$ cat config.mk
export PLATFORM = sky130hd
export DESIGN_NAME = ace_snoop_resp_driver
export DESIGN_NICKNAME = d
export VERILOG_FILES = /design/src/rtl/ace_snoop_pkg.sv /design/src/rtl/snoop_cmd_fifo.sv /design/src/rtl/ace_snoop_resp_driver.sv
export SDC_FILE = /design/constraint.sdc
export NUM_CORES = 1
export LEC_CHECK = 0
export BUFFER_PORTS_ARGS = -buffer_cell sky130_fd_sc_hd__buf_2
export CORE_ASPECT_RATIO = 0.7
export CORE_UTILIZATION = 45
export DETAILED_ROUTE_END_ITERATION = 7
export PLACE_DENSITY = 0.66
export SYNTH_ARGS = -nofsm -noshare
export SYNTH_HDL_FRONTEND = slang
export SYNTH_SLANG_ARGS = --single-unit
$ cat constraint.sdc
create_clock -name ace_aclk -period 22.1 [get_ports ace_aclk]
set_clock_uncertainty 0.1 [all_clocks]
set_input_delay 3.315 -clock ace_aclk [delete_from_list [all_inputs] [get_ports ace_aclk]]
set_output_delay 3.315 -clock ace_aclk [all_outputs]
set_load 0.01 [all_outputs]
$ cat src/rtl/ace_snoop_pkg.sv
// Shared definitions for the ACE snoop-response driver: state encoding,
// CRRESP bit positions and the default CD burst length.
package ace_snoop_pkg;

  localparam logic [1:0] RS_IDLE   = 2'd0;
  localparam logic [1:0] RS_ACTIVE = 2'd1;
  localparam logic [1:0] RS_RETIRE = 2'd2;

  localparam int unsigned CRRESP_W             = 5;
  localparam int unsigned CRRESP_DATA_TRANSFER = 0;
  localparam int unsigned CRRESP_ERROR         = 1;
  localparam int unsigned CRRESP_PASS_DIRTY    = 2;
  localparam int unsigned CRRESP_IS_SHARED     = 3;
  localparam int unsigned CRRESP_WAS_UNIQUE    = 4;

  // 64 B line carried as 16 B beats
  localparam int unsigned CD_BEATS_DEFAULT = 4;

  // Low byte of a CD beat: beat-0 byte plus beat index, wrapping mod 256
  function automatic logic [7:0] beat_byte(input logic [7:0] base, input logic [7:0] beat);
    return base + beat;
  endfunction

endpackage

$ cat src/rtl/snoop_cmd_fifo.sv
// Small synchronous FIFO holding queued snoop-response commands.
// Pushes while full and pops while empty are ignored.
module snoop_cmd_fifo #(
  parameter int unsigned Width = 8,
  parameter int unsigned Depth = 2
) (
  input  logic             clk_i,
  input  logic             rst_i,
  input  logic             push_i,
  input  logic [Width-1:0] wdata_i,
  input  logic             pop_i,
  output logic [Width-1:0] rdata_o,
  output logic             full_o,
  output logic             empty_o
);

  localparam int unsigned AW = (Depth > 1) ? $clog2(Depth) : 1;
  localparam int unsigned PW = AW + 1;

  logic [PW-1:0]    wptr_q, wptr_d, rptr_q, rptr_d;
  logic [Width-1:0] mem_q [Depth];
  logic             do_push, do_pop;

  // Status flags and next pointers; extra pointer bit separates full from empty
  always_comb begin
    empty_o = (wptr_q == rptr_q);
    full_o  = (wptr_q[AW] != rptr_q[AW]) && (wptr_q[AW-1:0] == rptr_q[AW-1:0]);
    do_push = push_i & ~full_o;
    do_pop  = pop_i & ~empty_o;
    wptr_d  = do_push ? wptr_q + PW'(1) : wptr_q;
    rptr_d  = do_pop ? rptr_q + PW'(1) : rptr_q;
    rdata_o = mem_q[rptr_q[AW-1:0]];
  end

  // Pointer registers
  always_ff @(posedge clk_i) begin
    if (rst_i) begin
      wptr_q <= '0;
      rptr_q <= '0;
    end else begin
      wptr_q <= wptr_d;
      rptr_q <= rptr_d;
    end
  end

  // Storage needs no reset; occupancy is defined by the pointers
  always_ff @(posedge clk_i) begin
    if (do_push) mem_q[wptr_q[AW-1:0]] <= wdata_i;
  end

endmodule

$ cat src/rtl/ace_snoop_resp_driver.sv
// Converts queued snoop-response commands into ACE CR/CD channel transfers
// and keeps retire/stall/timeout statistics for the status registers.
module ace_snoop_resp_driver
  import ace_snoop_pkg::*;
#(
  parameter int unsigned C_ACE_DATA_WIDTH   = 128,
  parameter int unsigned C_S_AXI_DATA_WIDTH = 32,
  parameter int unsigned CD_BEATS           = CD_BEATS_DEFAULT,
  parameter int unsigned CMD_DEPTH          = 2,
  parameter int unsigned TIMEOUT_CYCLES     = 4096
) (
  input  logic                          ace_aclk,
  input  logic                          ace_areset,
  input  logic                          i_cmd_valid,
  output logic                          o_cmd_ready,
  input  logic [4:0]                    i_cmd_crresp,
  input  logic [C_ACE_DATA_WIDTH-1:0]   i_cmd_data,
  input  logic                          i_clear,
  output logic                          o_crvalid,
  input  logic                          i_crready,
  output logic [4:0]                    o_crresp,
  output logic                          o_cdvalid,
  input  logic                          i_cdready,
  output logic [C_ACE_DATA_WIDTH-1:0]   o_cddata,
  output logic                          o_cdlast,
  output logic                          o_busy,
  output logic [C_S_AXI_DATA_WIDTH-1:0] o_resp_count,
  output logic [C_S_AXI_DATA_WIDTH-1:0] o_stall_max,
  output logic                          o_timeout
);

  localparam int unsigned DW    = C_ACE_DATA_WIDTH;
  localparam int unsigned SW    = C_S_AXI_DATA_WIDTH;
  localparam int unsigned FifoW = CRRESP_W + DW;
  localparam int unsigned BeatW = (CD_BEATS > 1) ? $clog2(CD_BEATS) : 1;

  localparam logic [BeatW-1:0] LastBeat   = BeatW'(CD_BEATS - 1);
  localparam logic [SW-1:0]    TimeoutLim = SW'(TIMEOUT_CYCLES);
  localparam logic [SW-1:0]    SatMax     = '1;

  logic             fifo_full, fifo_empty, fifo_pop;
  logic [FifoW-1:0] fifo_rdata;

  logic [1:0]       state_q, state_d;
  logic             crvalid_q, crvalid_d, cdvalid_q, cdvalid_d;
  logic             cr_done_q, cr_done_d, cd_done_q, cd_done_d;
  logic [4:0]       crresp_q, crresp_d;
  logic [DW-1:0]    data_q, data_d;
  logic [BeatW-1:0] beat_q, beat_d;
  logic [SW-1:0]    stall_q, stall_d, resp_cnt_q, resp_cnt_d, stall_max_q, stall_max_d;
  logic             timeout_q, timeout_d;
  logic             cr_hs, cd_hs;

  snoop_cmd_fifo #(
    .Width (FifoW),
    .Depth (CMD_DEPTH)
  ) u_cmd_fifo (
    .clk_i   (ace_aclk),
    .rst_i   (ace_areset),
    .push_i  (i_cmd_valid),
    .wdata_i ({i_cmd_crresp, i_cmd_data}),
    .pop_i   (fifo_pop),
    .rdata_o (fifo_rdata),
    .full_o  (fifo_full),
    .empty_o (fifo_empty)
  );

  // Response sequencing, burst beat tracking and statistics
  always_comb begin
    state_d     = state_q;
    crvalid_d   = crvalid_q;
    cdvalid_d   = cdvalid_q;
    cr_done_d   = cr_done_q;
    cd_done_d   = cd_done_q;
    crresp_d    = crresp_q;
    data_d      = data_q;
    beat_d      = beat_q;
    stall_d     = stall_q;
    resp_cnt_d  = resp_cnt_q;
    stall_max_d = stall_max_q;
    timeout_d   = timeout_q;
    fifo_pop    = 1'b0;
    cr_hs       = crvalid_q & i_crready;
    cd_hs       = cdvalid_q & i_cdready;

    unique case (state_q)
      RS_IDLE: begin
        if (!fifo_empty) begin
          fifo_pop  = 1'b1;
          crresp_d  = fifo_rdata[FifoW-1 -: CRRESP_W];
          data_d    = fifo_rdata[DW-1:0];
          beat_d    = '0;
          stall_d   = '0;
          crvalid_d = 1'b1;
          cr_done_d = 1'b0;
          cdvalid_d = crresp_d[CRRESP_DATA_TRANSFER];
          cd_done_d = ~crresp_d[CRRESP_DATA_TRANSFER];
          state_d   = RS_ACTIVE;
        end
      end
      RS_ACTIVE: begin
        stall_d = (stall_q == SatMax) ? stall_q : stall_q + SW'(1);
        // The transfer is never aborted; the flag only reports the stall
        if (stall_d >= TimeoutLim) timeout_d = 1'b1;
        if (cr_hs) begin
          crvalid_d = 1'b0;
          cr_done_d = 1'b1;
        end
        if (cd_hs) begin
          if (beat_q == LastBeat) begin
            cdvalid_d = 1'b0;
            cd_done_d = 1'b1;
          end else begin
            beat_d = beat_q + BeatW'(1);
          end
        end
        if (cr_done_d && cd_done_d) state_d = RS_RETIRE;
      end
      RS_RETIRE: begin
        if (resp_cnt_q != SatMax) resp_cnt_d = resp_cnt_q + SW'(1);
        if (stall_q > stall_max_q) stall_max_d = stall_q;
        state_d = RS_IDLE;
      end
      default: state_d = RS_IDLE;
    endcase

    // Clear takes priority over a retire or timeout in the same cycle
    if (i_clear) begin
      resp_cnt_d  = '0;
      stall_max_d = '0;
      timeout_d   = 1'b0;
    end
  end

  // State registers with synchronous reset
  always_ff @(posedge ace_aclk) begin
    if (ace_areset) begin
      state_q     <= RS_IDLE;
      crvalid_q   <= 1'b0;
      cdvalid_q   <= 1'b0;
      cr_done_q   <= 1'b0;
      cd_done_q   <= 1'b0;
      crresp_q    <= '0;
      data_q      <= '0;
      beat_q      <= '0;
      stall_q     <= '0;
      resp_cnt_q  <= '0;
      stall_max_q <= '0;
      timeout_q   <= 1'b0;
    end else begin
      state_q     <= state_d;
      crvalid_q   <= crvalid_d;
      cdvalid_q   <= cdvalid_d;
      cr_done_q   <= cr_done_d;
      cd_done_q   <= cd_done_d;
      crresp_q    <= crresp_d;
      data_q      <= data_d;
      beat_q      <= beat_d;
      stall_q     <= stall_d;
      resp_cnt_q  <= resp_cnt_d;
      stall_max_q <= stall_max_d;
      timeout_q   <= timeout_d;
    end
  end

  // Outputs are pure functions of registered state, so they stay stable while stalled
  always_comb begin
    o_cmd_ready  = ~fifo_full;
    o_crvalid    = crvalid_q;
    o_crresp     = crresp_q;
    o_cdvalid    = cdvalid_q;
    o_cddata     = {data_q[DW-1:8], beat_byte(data_q[7:0], 8'(beat_q))};
    o_cdlast     = cdvalid_q && (beat_q == LastBeat);
    o_busy       = ~fifo_empty || (state_q != RS_IDLE);
    o_resp_count = resp_cnt_q;
    o_stall_max  = stall_max_q;
    o_timeout    = timeout_q;
  end

endmodule
## After elaboration in Yosys (flattened, before gate mapping)

Memory sizes are Yosys's and may differ from the RTL's. A register that Yosys moved wholly into a read port is not among the register bits.
Index checks and enable logic that the tools add are counted.

- Bits in writable memories: 266
- Flip-flop bits (word level): 242
- Memory bits (read-only): 0
- Bits in latches: 0
- Memories kept: 1
- Bits of input ports: 139
- Logic and storage cells: 93

- Div/mod/pow operators: 0
- Add/subtract/negate cells: 6
- Multipliers: 0
- $lt $le $gt $ge: 2
- Reduce and logical (&&, ||, !) cells: 17
- Shifts and indexed selects: 0
- Equality and inequality tests: 14
- Muxes and demuxes: 32
- Bitwise operators: 7

Memory list:

| name | depth | bits a word | rd ports | clocked after memory_dff | write ports | RTL line | text |
|---|---|---|---|---|---|---|---|
| u_cmd_fifo.mem_q | 2 | 133 | 1 | 1 | 1 | snoop_cmd_fifo.sv:21 | `logic [Width-1:0] mem_q [Depth];` |

Operators with widths:

| operator | number |
|---|---|
| adder 32 x 1 -> 32 bit (second input constant) | 2 |
| two-way mux 32 bit | 2 |
| case mux 32 bit (2 select lines) | 1 |
| == test 32 bit (second input constant) | 1 |
| >= comparator 32 x 13 -> 1 bit (second input constant) | 1 |
| > comparator 32 bit | 1 |
| != test 32 bit (second input constant) | 1 |
| two-way mux 1 bit | 18 |
| != test 2 bit (second input constant) | 6 |
| AND reduction 2 bit | 6 |
| two-way mux 2 bit | 5 |
| adder 8 x 2 -> 8 bit | 1 |
| case mux 1 bit (2 select lines) | 4 |
| case mux 2 bit (2 select lines) | 2 |
| AND reduction 4 bit | 2 |
| adder 2 x 1 -> 2 bit (second input constant) | 3 |
| AND 1 bit | 4 |
| == test 2 bit (second input constant) | 2 |
| nonzero test 2 bit | 2 |
| logical AND 1 bit | 3 |
| NOT 1 bit | 3 |
| AND reduction 3 bit | 1 |
| == test 2 x 1 -> 1 bit (second input constant) | 1 |
| == test 2 bit | 1 |
| 5 further kinds | 5 |

## Longest topological paths before layout

- Depth in word-level cells: 7
- Depth in mapped cells: 10

## Cells and area by module

A second synthesis with hierarchy kept.

- Cells, all modules: 1928
- Area total of the unflattened synthesis: 21518.1 sq um

Modules (own cells, without submodules):

| module | instances | area each (sq um) | cells an instance |
|---|---|---|---|
| ace_snoop_resp_driver | 1 | 11623.6 | 1481 |
| snoop_cmd_fifo | 1 | 9894.5 | 447 |

## Worst setup path after synthesis

OpenSTA, ideal clock, no wires.

- Path type: input port to flip-flop
- From: in i_cmd_valid
- To: mem u_cmd_fifo.mem_q[0][0] (netlist name), enable pin
- Stages on the path: 2
- Path slack: 12.460 ns
- Data arrival time: 8.914 ns
- Required time: 21.373 ns
- Cells stage by stage: nand2_1 > nor2_1

- Longest elaborated chain between the ends: 3

Ends and longest elaborated chain:

| what | RTL line | text |
|---|---|---|
| start, declared | ace_snoop_resp_driver.sv:14 | `input logic i_cmd_valid,` |
| AND 1 bit | snoop_cmd_fifo.sv:28 | `do_push = push_i & ~full_o;` |
| two-way mux 1 bit | snoop_cmd_fifo.sv:48 | `if (do_push) mem_q[wptr_q[AW-1:0]] <= wdata_i;` |
| two-way mux 1 bit (implied by the code) | snoop_cmd_fifo.sv:48 |  |
| end, declared | snoop_cmd_fifo.sv:21 |  |

No other way between the ends.

## Final worst setup path

- From: reg beat_q[0]
- To: out o_cddata[6]

- Longest elaborated chain between the ends: 1

Ends and longest elaborated chain:

| what | RTL line | text |
|---|---|---|
| start, declared | ace_snoop_resp_driver.sv:49 | `logic [BeatW-1:0] beat_q, beat_d;` |
| start signal, assigned | ace_snoop_resp_driver.sv:158 | `beat_q <= beat_d;` |
| adder 8 x 2 -> 8 bit | ace_snoop_pkg.sv:21 | `return base + beat;` |
| end, declared | ace_snoop_resp_driver.sv:24 | `output logic [C_ACE_DATA_WIDTH-1:0] o_cddata,` |

No other way between the ends.

==> summary.txt <==
Timing
  – Highest clock rate: around 180 MHz
  – Count of pins over their slew limit: 0
  – Rel. slew slack: 0.1873
  – Least-Margin Pin Slew: approximately 1200 ps
  – Post-Route Setup TNS: 0 ps
  – Crit share post-route: 0.2526
  – Final worst slack: 16520 ps
  – Final Hold Fails: 0
  – RSZ-0062 raised after global routing: false
  – Setup violations, final: 0
  – Post-route minimum period: about 5600 ps

CTS
  – Clk_lat worst skew: 580 ps
  – Cts bufs inserted: between 40 and 50
  – Clock buffer depth: 3
  – Clk root buf: clkbuf_16
  – Worst-path clk slew: ~60 ps
  – CTS resizes: 0
  – Post-CTS Setup Bufs: 0
  – Hold buffers post-CTS: 0
  – Clk sinks: between 500 and 600
  – # H-tree levels: 2
  – TritonCTS clock tree: yes

Routing
  – Drt total wl: about 47000 um
  – Vias per cell: between 5 and 6
  – Final ANT Viol Nets: 0
  – DRT Pass-1 Iters: 8
  – Drt drc: 8
  – Routed WL per cell: around 18 um
  – Via count: ~14000
  – DRT iter0 DRCs: between 800 and 900

Worst setup path
  – Crit. End Element: primary output
  – Crit Path Max Fanout: 4
  – CP Class: flip-flop to primary output
  – Crit path DAT: around 2200 ps
  – Required @ worst endpoint: 18690 ps
  – CP Launch Type: flip-flop

Synth
  – Syn nets: 1983
  – Yosys warnings: 0
  – Syn Std Cell Area: approximately 21000 um^2
  – Ys flop type: edfxtp_1
  – Post-synth top cells: 266 x edfxtp_1, 243 x dfxtp_1, 222 x nor2_1, 137 x a211oi_1, 135 x mux2i_1
  – Most frequent cell after synthesis: edfxtp_1
  – Sequential share of the synthesized area: 0.6106
  – Synth unique cells: between 60 and 70
  – Share of flip-flops with an asynchronous set or reset: 0
  – Seq cells post-synth: 509
  – Post-synthesis instance total: 1806
  – Synth area leader: edfxtp_1
  – Post-synth top area share: 0.3795
  – Syn Area/Cell: roughly 12 um^2
  – EDFF count, synth: approximately 270
  – Top post-synthesis cells by area: edfxtp_1 38%, dfxtp_1 23%, mux2i_1 6.4%, a211oi_1 4.9%, buf_4 4.3%

Finish
  – Fin util: 0.5253
  – Layout Nets: roughly 2200
  – Share of layout cells above drive strength 1: 0.2221
  – P&R area growth vs syn: 13.86%
  – Fillers: between 3000 and 4000

Die
  – Rows: 65
  – Starting density of the core: 0.4614
  – I/O pins: 342
  – Die Area: 47660 um^2
  – Die Height: 183.0 um
  – DIE WIDTH: 260.5 um
  – Core Region: about 46000 um^2

Flow run
  – Maxcap violations: 0

Global route
  – Largest net degree at the start of global routing: about 110
  – Antenna violations before repair: 11
  – GRT Util Overall: 0.1927
  – First-pass GRT wire length: roughly 73000 um
  – Vias in the first global route: approximately 13000
  – Gr ovfl total: 0

Placed design
  – Pre-CTS setup slack: approximately 16000 ps
  – GPL Wtd Cong: 0.8949
  – Hpwl dp: about 31000 um
  – Port-buffer cells: between 300 and 400

Power
  – Leak Pwr: around 9.0 nW
  – Max rail drop VDD: between 0.1 and 0.15 mV
  – PD cells: roughly 120 nW/um^2

Hold path
  – Hold Crit Class: flip-flop to flip-flop

Outcome
  – Status: finished, violations left
  – Failing checks: DRC
## area by class of cell
class / instances / area (um^2) / share of cell area
clock buffer: 74 / 1390 / 0.05800
clock inverter: 17 / 264.0 / 0.01102
tap: 603 / 754.5 / 0.03148
inverter: 43 / 161.4 / 0.006735
multi-input combinational: 1027 / 6710 / 0.2800
timing repair buffer: 356 / 1826 / 0.07617
sequential: 509 / 12860 / 0.5364
antenna: 2 / 5.005 / 0.0002088
## layout by cell type (no fill, tap or decap), types with 3 or more instances in the layout
cell	n
a211oi_1	137
a31oi_1	11
xor2_1	28
nand2_1	73
nor2b_1	4
and3_1	16
a311oi_1	8
nor3b_1	5
buf_4	15
clkinv_2	6
nand4_1	25
and2_1	8
nor4_1	15
and4_1	11
clkbuf_1	18
buf_2	340
a21oi_1	74
bufinv_16	5
xnor2_1	20
ha_1	37
mux2i_1	135
clkbuf_16	49
a22oi_1	3
clkbuf_8	7
or3_1	8
nor2_1	221
nand2b_1	3
o21ai_0	59
or4_1	3
dfxtp_1	242
mux2_2	3
nor3_1	13
o211ai_1	5
a41oi_1	4
inv_1	43
edfxtp_1	266
nand3_1	61
## layer usage
metal / share of wire / vias up / global-route usage / wire [um]
li1: - / 6849 / - / -
met1: 0.43 / 6744 / 0.2539 / 20300
met2: 0.48 / 362 / 0.3156 / 22800
met3: 0.065 / 85 / 0.05058 / 3066
met4: 0.021 / 12 / 0.04819 / 979
met5: 0.0016 / - / 0 / 77
## path summary, 6_finish.rpt
check,start,to,slack (ps),cells past startpoint
setup / recovery,beat_q[0]$_SDFFE_PP0P_,o_cddata[6],16520,7
hold / removal,o_crvalid$_SDFFE_PP0P_,o_crvalid$_SDFFE_PP0P_,370,2
setup reg to reg,u_cmd_fifo.wptr_q[0]$_SDFFE_PP0P_,u_cmd_fifo.mem_q[0][94]$_DFFE_PP_,18370,6
hold reg to reg,o_crvalid$_SDFFE_PP0P_,o_crvalid$_SDFFE_PP0P_,370,2
## power by group
group / internal, mW / switching [mW]
sequential: 1.19 / 0.0848
combinational: 0.262 / 0.488
clock: 0.496 / 0.355
## per-stage QoR
step / total power, mW / cells / hold slack, ps / instance area [um^2]
finish: 2.877 / 2631 / 373.4 / 23970
global route: 3.039 / 2630 / 396.8 / 23960
detailed placement: 2.055 / 2538 / 368.7 / 22310
global placement: 2.033 / 2538 / 362.0 / 22310
floorplan: 1.905 / 1806 / 355.2 / 21050
CTS: 2.914 / 2629 / 377.1 / 23960
## registers in the layout (all words and copies together) (netlist names), 2 cells and up, named ones only
| signal | cells |
|---|---|
| u_cmd_fifo.mem_q | 266 |
| data_q | 128 |
| o_resp_count | 32 |
| o_stall_max | 32 |
| stall_q | 32 |
| o_crresp | 5 |
| beat_q | 2 |
| state_q | 2 |
| u_cmd_fifo.rptr_q | 2 |
| u_cmd_fifo.wptr_q | 2 |
## critical path, stage by stage, from the launching register on
cell,delay (ps)
dfxtp_1,380
ha_1,190
inv_1,50
fa_1,400
nor2_1,190
nand3_1,110
xnor2_1,130
buf_2,150
## cell families after synthesis
group | share of synthesized area
AO/OA/AOI/OAI | 0.1003
XOR/XNOR | 0.01997
adder cells (fa/ha/maj) | 0.02294
buffers and inverters | 0.07246
flip-flops | 0.6106
multiplexers | 0.06580
AND/OR/NAND/NOR | 0.1080
No activity file was read; power rests on OpenSTA's default activity.
